===== src/rtl/priority_arbiter_4req.sv =====
// Four-requester arbiter with fixed or rotating priority, grant hold with an
// optional tenure limit, and a mandatory dead cycle between grants.
module priority_arbiter_4req #(
    parameter int unsigned ROUND_ROBIN = 0,
    parameter int unsigned MAX_HOLD    = 16
) (
    input  logic       clk,
    input  logic       rst,
    input  logic [3:0] req,
    output logic [3:0] gnt,
    output logic [1:0] gnt_id,
    output logic       gnt_valid,
    output logic       timeout
);

    localparam int unsigned N_REQ = 4;
    localparam int unsigned ID_W  = 2;
    localparam int unsigned CNT_W = 8;
    localparam logic [CNT_W-1:0] CNT_MAX  = '1;
    localparam logic [CNT_W-1:0] HOLD_LIM = CNT_W'(MAX_HOLD);

    typedef enum logic {
        IDLE,
        GRANT
    } state_t;

    state_t             state_q, state_d;
    logic [N_REQ-1:0]   gnt_q, gnt_d;
    logic [ID_W-1:0]    gnt_id_q, gnt_id_d;
    logic               gnt_valid_q, gnt_valid_d;
    logic               timeout_q, timeout_d;
    logic [CNT_W-1:0]   hold_cnt_q, hold_cnt_d;
    logic [ID_W-1:0]    last_id_q, last_id_d;

    logic               win_found_c;
    logic [ID_W-1:0]    win_id_c;

    // Scan order starts at 0 in fixed mode, or just past the last winner in RR mode.
    function automatic logic [ID_W:0] pick_winner(input logic [N_REQ-1:0] r,
                                                  input logic [ID_W-1:0]  last);
        logic            found;
        logic [ID_W-1:0] id;
        logic [ID_W-1:0] idx;
        found = 1'b0;
        id    = '0;
        for (int k = 0; k < N_REQ; k++) begin
            if (ROUND_ROBIN != 0) begin
                idx = last + ID_W'(k + 1);
            end else begin
                idx = ID_W'(k);
            end
            if (!found && r[idx]) begin
                found = 1'b1;
                id    = idx;
            end
        end
        return {found, id};
    endfunction

    always_comb begin
        {win_found_c, win_id_c} = pick_winner(req, last_id_q);
    end

    always_comb begin
        state_d     = state_q;
        gnt_d       = gnt_q;
        gnt_id_d    = gnt_id_q;
        gnt_valid_d = gnt_valid_q;
        timeout_d   = 1'b0;
        hold_cnt_d  = hold_cnt_q;
        last_id_d   = last_id_q;

        case (state_q)
            IDLE: begin
                gnt_d       = '0;
                gnt_id_d    = '0;
                gnt_valid_d = 1'b0;
                hold_cnt_d  = '0;
                if (win_found_c) begin
                    state_d     = GRANT;
                    gnt_d       = N_REQ'(1) << win_id_c;
                    gnt_id_d    = win_id_c;
                    gnt_valid_d = 1'b1;
                    hold_cnt_d  = CNT_W'(1);
                    last_id_d   = win_id_c;
                end
            end
            GRANT: begin
                if (!req[gnt_id_q] || (MAX_HOLD != 0 && hold_cnt_q >= HOLD_LIM)) begin
                    // Tenure ends; timeout only flags the limit, not a voluntary release.
                    state_d     = IDLE;
                    gnt_d       = '0;
                    gnt_id_d    = '0;
                    gnt_valid_d = 1'b0;
                    hold_cnt_d  = '0;
                    timeout_d   = req[gnt_id_q];
                end else if (hold_cnt_q != CNT_MAX) begin
                    hold_cnt_d = hold_cnt_q + CNT_W'(1);
                end
            end
            default: begin
                state_d = IDLE;
            end
        endcase
    end

    always_ff @(posedge clk) begin
        if (rst) begin
            state_q     <= IDLE;
            gnt_q       <= '0;
            gnt_id_q    <= '0;
            gnt_valid_q <= 1'b0;
            timeout_q   <= 1'b0;
            hold_cnt_q  <= '0;
            last_id_q   <= ID_W'(N_REQ - 1);
        end else begin
            state_q     <= state_d;
            gnt_q       <= gnt_d;
            gnt_id_q    <= gnt_id_d;
            gnt_valid_q <= gnt_valid_d;
            timeout_q   <= timeout_d;
            hold_cnt_q  <= hold_cnt_d;
            last_id_q   <= last_id_d;
        end
    end

    assign gnt       = gnt_q;
    assign gnt_id    = gnt_id_q;
    assign gnt_valid = gnt_valid_q;
    assign timeout   = timeout_q;

endmodule


===== config.mk =====
export PLATFORM = sky130hd
export DESIGN_NAME = priority_arbiter_4req
export DESIGN_NICKNAME = d
export VERILOG_FILES = /design/src/rtl/priority_arbiter_4req.sv
export SDC_FILE = /design/constraint.sdc
export NUM_CORES = 1
export LEC_CHECK = 0
export BUFFER_PORTS_ARGS = -buffer_cell sky130_fd_sc_hd__buf_4
export CAP_MARGIN = 25
export CELL_PAD_IN_SITES_DETAIL_PLACEMENT = 1
export CELL_PAD_IN_SITES_GLOBAL_PLACEMENT = 1
export CORE_UTILIZATION = 41
export DETAILED_ROUTE_END_ITERATION = 10
export PLACE_DENSITY_LB_ADDON = 0.1
export SYNTH_ARGS = -nofsm -noshare
export SYNTH_HDL_FRONTEND = slang
export SYNTH_SLANG_ARGS = --single-unit

===== constraint.sdc =====
create_clock -name clk -period 2.39 [get_ports clk]
set_clock_uncertainty 0.2 [all_clocks]
set_input_delay 0.239 -clock clk [delete_from_list [all_inputs] [get_ports clk]]
set_output_delay 0.239 -clock clk [all_outputs]
set_load 0.05 [all_outputs]

==> impl_metrics.json, run 1 <==
{
  "status": "finished clean",
  "yosysTopAreaCell": "dfxtp_1",
  "ant_nets": 0,
  "synth-edff-count": 0,
  "end_kind": "flop",
  "cts_resized": 0,
  "netlist_instances": 63,
  "final.period_utilization_pct": 70.5,
  "pwr-share-comb_pct": 13.1,
  "synthDistinctLibCells": 26,
  "final_area_um2": 808,
  "first_pass_iters": 4,
  "dp_hpwl_um": 1040,
  "fillCellCount": 159,
  "die_h_um": 41.8,
  "syn_to_final_growth_pct": 24.7,
  "p_per_area_nw_per_um2": 643,
  "grt_max_degree": 10,
  "power.switching_mw": 0.134,
  "pwr-share-clk_pct": 28.5,
  "grtUsageTotal_pct": 18.3,
  "start_util_pct": 46.9,
  "fin_util_pct": 58.5,
  "async_reset_ff_share_pct": 0,
  "diodes": 0,
  "seq_area_um2": 340,
  "wl_per_cell_um": 13.9,
  "rows": 13,
  "via_count": 522,
  "rsz0062_at_grt": "false",
  "grt_overflow": 0,
  "holdWs_ps": 24.9,
  "crit_type": "flop to flop",
  "slew_headroom_pct": 64.8,
  "design.die.area_um2": 1740,
  "placed_area_um2": 772,
  "p_leak_nw": 0.345,
  "remaining_drc_errors": 0,
  "ys_seq_area_share_pct": 52.5,
  "drv_slew": 0,
  "worst_pin_slew_ps": 522,
  "multi_input_area_um2": 293,
  "vias_per_cell": 5.33,
  "drt_iter0_drc": 2,
  "max_freq_mhz": 594,
  "hold_viol_final": 0,
  "fp.coreArea_um2": 1380,
  "clkSinkCount": 17,
  "antenna_found_initial": 0,
  "ir_drop_uv": 342,
  "netlist_area_um2": 648,
  "cts.clk_slew.worst_paths_ps": 90,
  "clock_latency_ps": 280,
  "setup_tns_ps": 0,
  "chipWidth_um": 41.8,
  "cts_made_buffers": 3,
  "cp.required_ps": 2320,
  "setup_viol": 0,
  "root_buffer": "clkbuf_4",
  "cts_max_path_buffers": 2,
  "fin_crit_ps": 1680,
  "drive_above_1_share_pct": 26.5,
  "p_seq_share_pct": 58.4,
  "io_buffers": 13,
  "power_mw": 0.520,
  "place.gp.congestion": 0.774,
  "arrival_ps": 1620,
  "synth.most_common_cell": "dfxtp_1",
  "ys_warn_count": 0,
  "p_sw_share_pct": 25.8,
  "power.internal_mw": 0.386,
  "yosys-top-cells-count": "17 x dfxtp_1, 6 x inv_1, 5 x nor2_1, 5 x o21ai_0, 3 x a21oi_1",
  "worstPathMaxFanout": 8,
  "synth_top_area_share_pct": 52.5,
  "first_global_vias": 472,
  "htreeDepth": 1,
  "drt-total-wl_um": 1370,
  "ys_top_cells_by_area": "dfxtp_1 53%, ha_1 3.9%, o21ai_0 3.9%",
  "ys_ff_latch": 17,
  "cts_tree": "built",
  "synth_area_per_cell_um2": 10.3,
  "max-cap-violations": 0,
  "grt_pass1_wl_um": 2420,
  "startpoint_type": "flop",
  "hold_class": "primary input to flop",
  "layout.nets": 92,
  "ioPinCount": 14,
  "yosys_most_used_dff": "dfxtp_1"
}
## path summary, 6_finish.rpt
path | start | end | slack (ps) | cells after the start
worst min register to register | gnt[0] | gnt[0] | 300 | 1
worst max register to register | gnt_id[0] | gnt_valid | 710 | 3
worst min-delay path | req[0] | gnt[0] | 20 | 2
worst max-delay path | gnt_id[0] | gnt_valid | 710 | 3
## registers in the layout, summed over array words and instances, names as in the netlist
register	cells
gnt	4
gnt_id	2
timeout	1
hold_cnt_q	8
state_q	1
gnt_valid	1
## timing repair
| item | CTS | global route |
|---|---|---|
| setup buffers | 0 | 0 |
| hold endpoints to repair | 1 | 0 |
| endpoints found under the setup margin | 0 | 0 |
| hold buffers | 1 | 0 |
## final cells by class
cell class	count	area share [%]
Clock buffer	4	3.25
Sequential cell	17	42.1
Tap cell	15	2.32
Multi-Input combinational cell	42	36.2
Inverter	6	2.79
Timing Repair Buffer	14	13.3
## critical path: stages, from the launching register on
cell and delay, ps:
dfxtp_1 410, mux4_2 550, nand3_1 240, o21ai_0 140
## power groups by stage
stage / registers, mW / clock network, mW / logic [mW]
floorplan: 0.329 / 0 / 0.0205
detailed placement: 0.311 / 0 / 0.0664
finish: 0.304 / 0.148 / 0.0680
global route: 0.306 / 0.167 / 0.0729
CTS: 0.304 / 0.151 / 0.0681
global placement: 0.310 / 0 / 0.0654
## logic make-up after synthesis
family / count (synthesis) / share of synthesized area, %
fa+ha+maj: 2 / 3.86
compound gates: 15 / 15.6
xor+xnor: 1 / 1.35
simple gates: 19 / 17.4
buf+inv: 6 / 3.47
flops: 17 / 52.5
other cells: 1 / 0.579
mux: 2 / 5.21
## stage by stage
stage	worst slack [ps]	std cells
floorplan	430	65
global placement	773	93
detailed placement	720	93
CTS	692	98
global route	561	98
finish	706	98
## per-layer routing
| layer | track usage (%) | share of wire, % | vias up |
|---|---|---|---|
| li1 | - | - | 264 |
| met1 | 25.9 | 51 | 243 |
| met2 | 26.3 | 43 | 13 |
| met3 | 4.35 | 4.8 | 2 |
| met4 | 7.74 | 1.2 | 0 |
| met5 | 0 | 0 | - |
## cell usage in the layout, fill, tap and decap left out, drive strengths merged, types with 3 or more instances in the layout
cell type	netlist	layout
nor2	5	5
a21oi	3	3
dfxtp	17	17
clkbuf	0	4
conb	1	3
buf	0	13
o21ai	5	5
inv	6	6
No activity file was read; power rests on OpenSTA's default activity.
==> run 2: changes to the inputs <==
--- a/config.mk
+++ b/config.mk
@@ -9,7 +9,7 @@
 export CAP_MARGIN = 25
 export CELL_PAD_IN_SITES_DETAIL_PLACEMENT = 1
 export CELL_PAD_IN_SITES_GLOBAL_PLACEMENT = 1
-export CORE_UTILIZATION = 41
+export CORE_UTILIZATION = 38
 export DETAILED_ROUTE_END_ITERATION = 10
 export PLACE_DENSITY_LB_ADDON = 0.1
 export SYNTH_ARGS = -nofsm -noshare
==> constraint.sdc (replaced) <==
create_clock -name clk -period 1.75 [get_ports clk]
set_clock_uncertainty 0.2 [all_clocks]
set_input_delay 0.175 -clock clk [delete_from_list [all_inputs] [get_ports clk]]
set_output_delay 0.175 -clock clk [all_outputs]
set_load 0.05 [all_outputs]
==> run 2 against run 1 <==
Non-clock buffer count rose by 5; sequential cell count did not move; sequential power rose by 37%; cell count rose by 6.1%; setup slack got worse by 610 ps; critical path type unchanged; worst hold slack got worse by 14 ps; power rose by 43%.
==> impl_metrics.json, run 2 (synthesis results as in run 1) <==
{
  "max-cap-violations": 0,
  "cp.required_ps": 1730,
  "cts.clk_slew.worst_paths_ps": 100,
  "finalNonFillerCells": 104,
  "startpoint_type": "flop",
  "regMostFlops": "hold_cnt_q",
  "path_cells": "mux4_2, nand3_1, o21ai_0",
  "drt_iter0_drc": 5,
  "critPathCapture": "gnt_id[0]",
  "end_kind": "flop",
  "setup_tns_ps": 0,
  "first_pass_iters": 4,
  "worst_path_max_delay_cell": "mux4_2",
  "ir_drop_uv": 460,
  "reg2reg_from": "gnt_id[0]",
  "chipWidth_um": 43.3,
  "final.period_utilization_pct": 94.3,
  "design.die.area_um2": 1870,
  "clock_latency_ps": 300,
  "drv_slew": 0,
  "arrival_ps": 1630,
  "cp-startpoint": "gnt_id[0]",
  "cpPeakStageDelay_ps": 530,
  "fillCellCount": 168,
  "final_common_cell": "dfxtp_1",
  "ioPinCount": 14,
  "rsz0062_at_grt": "false",
  "drt-total-wl_um": 1710,
  "seq_area_um2": 344,
  "root_buffer": "clkbuf_4",
  "regToRegSetupSlack_ps": 100,
  "post-cts-setup-buffer-count": 0,
  "diodes": 0,
  "dp_hpwl_um": 1050,
  "p_per_area_nw_per_um2": 865,
  "rows": 14,
  "cts_made_buffers": 3,
  "multi_input_area_um2": 293,
  "die_h_um": 43.3,
  "antenna_found_initial": 0,
  "worstPathMaxFanout": 8,
  "placed_cells": 96,
  "setup_viol": 0,
  "dp_slack_ps": 139,
  "first_global_vias": 592,
  "grt_pass1_wl_um": 2860,
  "vias_per_cell": 5.36,
  "fin_crit_ps": 1650,
  "status": "finished clean",
  "ant_nets": 0,
  "grtUsageTotal_pct": 21.4,
  "crit_type": "flop to flop",
  "hold_class": "primary input to flop",
  "htreeDepth": 1,
  "p_leak_nw": 0.371,
  "holdWs_ps": 11.4,
  "place.gp.congestion": 0.722,
  "clkSinkCount": 17,
  "fp.coreArea_um2": 1540,
  "ff2ff_path_depth": 3,
  "drive_above_1_share_pct": 29.5,
  "cts_tree": "built",
  "via_count": 557,
  "cts_max_path_buffers": 2,
  "final_cell_mix": "16 x dfxtp_1, 15 x buf_4, 6 x inv_1, 5 x o21ai_0, 5 x nor2_1",
  "r2r_end": "gnt_id[0]",
  "io_buffers": 13,
  "layout.nets": 97,
  "grt_max_degree": 11,
  "remaining_drc_errors": 0,
  "start_util_pct": 42.0,
  "grt_overflow": 0,
  "wl_per_cell_um": 16.5,
  "max_freq_mhz": 606,
  "hold_viol_final": 0,
  "largest_reg_flops": 8,
  "syn_to_final_growth_pct": 32.6,
  "setup_ws_ps": 99.4
}
run 2: worst max-delay path: cells and delay by family (launching register included):
family / cells / cell delay, ps
AOI/OAI and AO/OA: 1 / 140
and+or+nand+nor: 1 / 270
muxes: 1 / 530
DFF: 1 / 380
run 2: per-layer routing:
| layer | vias up | global-route usage [%] | wire length (um) |
|---|---|---|---|
| met5 | - | 0 | 0 |
| met4 | 0 | 9.70 | 25 |
| met3 | 4 | 5.53 | 42 |
| met2 | 10 | 33.1 | 805 |
| li1 | 274 | - | - |
| met1 | 269 | 27.9 | 840 |
run 2: final cells by class:
type | count | share of cell area (%)
clock buffers | 3 | 2.62
clock inverters | 1 | 0.582
inverters | 6 | 2.62
multi-input cells | 42 | 34.1
flip-flops and latches | 17 | 40.0
well taps | 16 | 2.33
repair buffers | 19 | 17.8
run 2: worst min-delay path by stage:
stage                      to  startpoint  cells after the start  slack [ps]
detailed placement  gnt_id[1]         rst                      2         170
floorplan           gnt_id[1]         rst                      1          40
global route        gnt_id[1]      req[0]                      4          30
CTS                 gnt_id[1]      req[0]                      4          20
global placement    gnt_id[1]         rst                      2         170
finish              gnt_id[1]      req[0]                      4          10
run 2: report_power, final:
part | switching (mW) | internal, mW
Sequential | 0.0129 | 0.402
Combinational | 0.0628 | 0.0431
Clock | 0.137 | 0.0854
Total | 0.213 | 0.531
run 2: metrics by stage:
step	power, mW	cell area [um^2]	utilization, %
2_1_floorplan	0.477	659	-
3_3_place_gp	0.517	792	51.4
3_5_place_dp	0.519	792	51.4
4_1_cts	0.738	860	55.8
5_1_grt	0.774	860	55.8
6_report	0.744	860	55.8
run 2: what timing repair did:
action                    CTS  global route
hold endpoints to repair    4             0
resized for setup           0             0
hold buffers                4             0
==> run 3: changes to the inputs <==
--- a/config.mk
+++ b/config.mk
@@ -12,6 +12,7 @@
 export CORE_UTILIZATION = 38
 export DETAILED_ROUTE_END_ITERATION = 10
 export PLACE_DENSITY_LB_ADDON = 0.1
+export RECOVER_POWER = 50
 export SYNTH_ARGS = -nofsm -noshare
 export SYNTH_HDL_FRONTEND = slang
 export SYNTH_SLANG_ARGS = --single-unit
==> run 3 against run 2 <==
Non-clock buffer count did not move; cell area shrank 4.1%; register-to-register slack about the same; sequential share of layout area grew 1.7 points; global-route usage unchanged; die area unchanged; first-iteration DRC count grew 80%; power down 1.0%.
==> impl_metrics.json, run 3 (synthesis results as in run 1) <==
{
  "status": "finished clean",
  "drt-total-wl_um": 1730,
  "fin_crit_ps": 1660,
  "cts.clk_slew.worst_paths_ps": 110,
  "largest_reg_flops": 8,
  "cts_made_buffers": 3,
  "layout.nets": 97,
  "holdWs_ps": 7.93,
  "hold_class": "primary input to flop",
  "chipWidth_um": 43.3,
  "ant_nets": 0,
  "p_per_area_nw_per_um2": 893,
  "worst_pin_slew_ps": 620,
  "wl_per_cell_um": 16.7,
  "io_buffers": 13,
  "clkSinkCount": 17,
  "clock_latency_ps": 300,
  "final_cell_mix": "16 x dfxtp_1, 8 x clkbuf_1, 7 x buf_4, 6 x inv_1",
  "drv_slew": 0,
  "crit_type": "flop to flop",
  "grt_max_degree": 11,
  "first_pass_iters": 4,
  "vias_per_cell": 5.41,
  "setup_viol": 0,
  "regMostFlops": "hold_cnt_q",
  "cp.required_ps": 1750,
  "antenna_found_initial": 0,
  "max_freq_mhz": 602,
  "slew_headroom_pct": 58.8,
  "final.period_utilization_pct": 95.0,
  "cts_tree": "built",
  "drive_above_1_share_pct": 19.3,
  "startpoint_type": "flop",
  "grt_pass1_wl_um": 2860,
  "place.gp.congestion": 0.722,
  "start_util_pct": 42.0,
  "via_count": 563,
  "design.die.area_um2": 1870,
  "hold_depth": 4,
  "rows": 14,
  "drt_iter0_drc": 9,
  "cts_resized": 0,
  "die_h_um": 43.3,
  "ioPinCount": 14,
  "grtUsageTotal_pct": 21.4,
  "end_kind": "flop",
  "setup_tns_ps": 0,
  "htreeDepth": 1,
  "cts_max_path_buffers": 2,
  "fp.coreArea_um2": 1540,
  "syn_to_final_growth_pct": 27.2,
  "max-cap-violations": 0,
  "grt_overflow": 0,
  "hold_viol_final": 0,
  "ir_drop_uv": 460,
  "diodes": 0,
  "rsz0062_at_grt": "false",
  "fin_util_pct": 53.5,
  "dp_hpwl_um": 1050,
  "ff2ff_path_depth": 3,
  "arrival_ps": 1660,
  "worstPathMaxFanout": 4,
  "root_buffer": "clkbuf_4",
  "final_common_cell": "dfxtp_1",
  "final_area_um2": 825,
  "placed_area_um2": 792,
  "first_global_vias": 592,
  "remaining_drc_errors": 0,
  "p_leak_nw": 0.340
}
-- run 3: final cells by class --
| class | count | area [um^2] |
|---|---|---|
| Fill cell | 177 | 717 |
| Sequential cell | 17 | 344 |
| Multi-Input combinational cell | 42 | 288 |
| Timing Repair Buffer | 19 | 123 |
| Clock buffer | 3 | 22.5 |
| Inverter | 6 | 22.5 |
| Tap cell | 16 | 20.0 |
| Clock inverter | 1 | 5.00 |
-- run 3: worst paths after layout --
path                                start         to  slack [ps]
worst max-delay path            gnt_id[0]     gnt[2]          90
worst min-delay path               req[0]  gnt_id[1]           8
worst max register to register  gnt_id[0]     gnt[2]          90
worst min register to register  gnt_valid  gnt_valid         290
-- run 3: metrics by stage --
stage               power [mW]  worst slack (ps)  instances
detailed placement       0.519               139         96
finish                   0.736              87.9        104
floorplan                0.477              19.3         65
global placement         0.517               185         96
global route             0.766              21.6        104
CTS                      0.738               108        104
-- run 3: per-layer routing --
layer	part of all wire, %	GRT usage, %	vias to the layer above
li1	-	-	273
met1	50	27.9	279
met2	46	33.1	7
met4	1.5	9.70	0
met5	0	0	-
met3	2.4	5.53	4
-- run 3: critical path, cell delays in order (launching register included) --
cell	delay (ps)
dfxtp_4	390
mux4_2	530
and3_1	210
a32o_2	240
-- run 3: repair_timing --
item,4_1_cts,5_1_grt
hold endpoints to repair,4,0
setup buffers,0,0
hold buffers,4,0
-- run 3: where the power goes --
group / leakage (nW) / internal, mW / switching [mW]
clock network: 0.0177 / 0.0853 / 0.138
registers: 0.140 / 0.402 / 0.0129
logic: 0.181 / 0.0359 / 0.0624
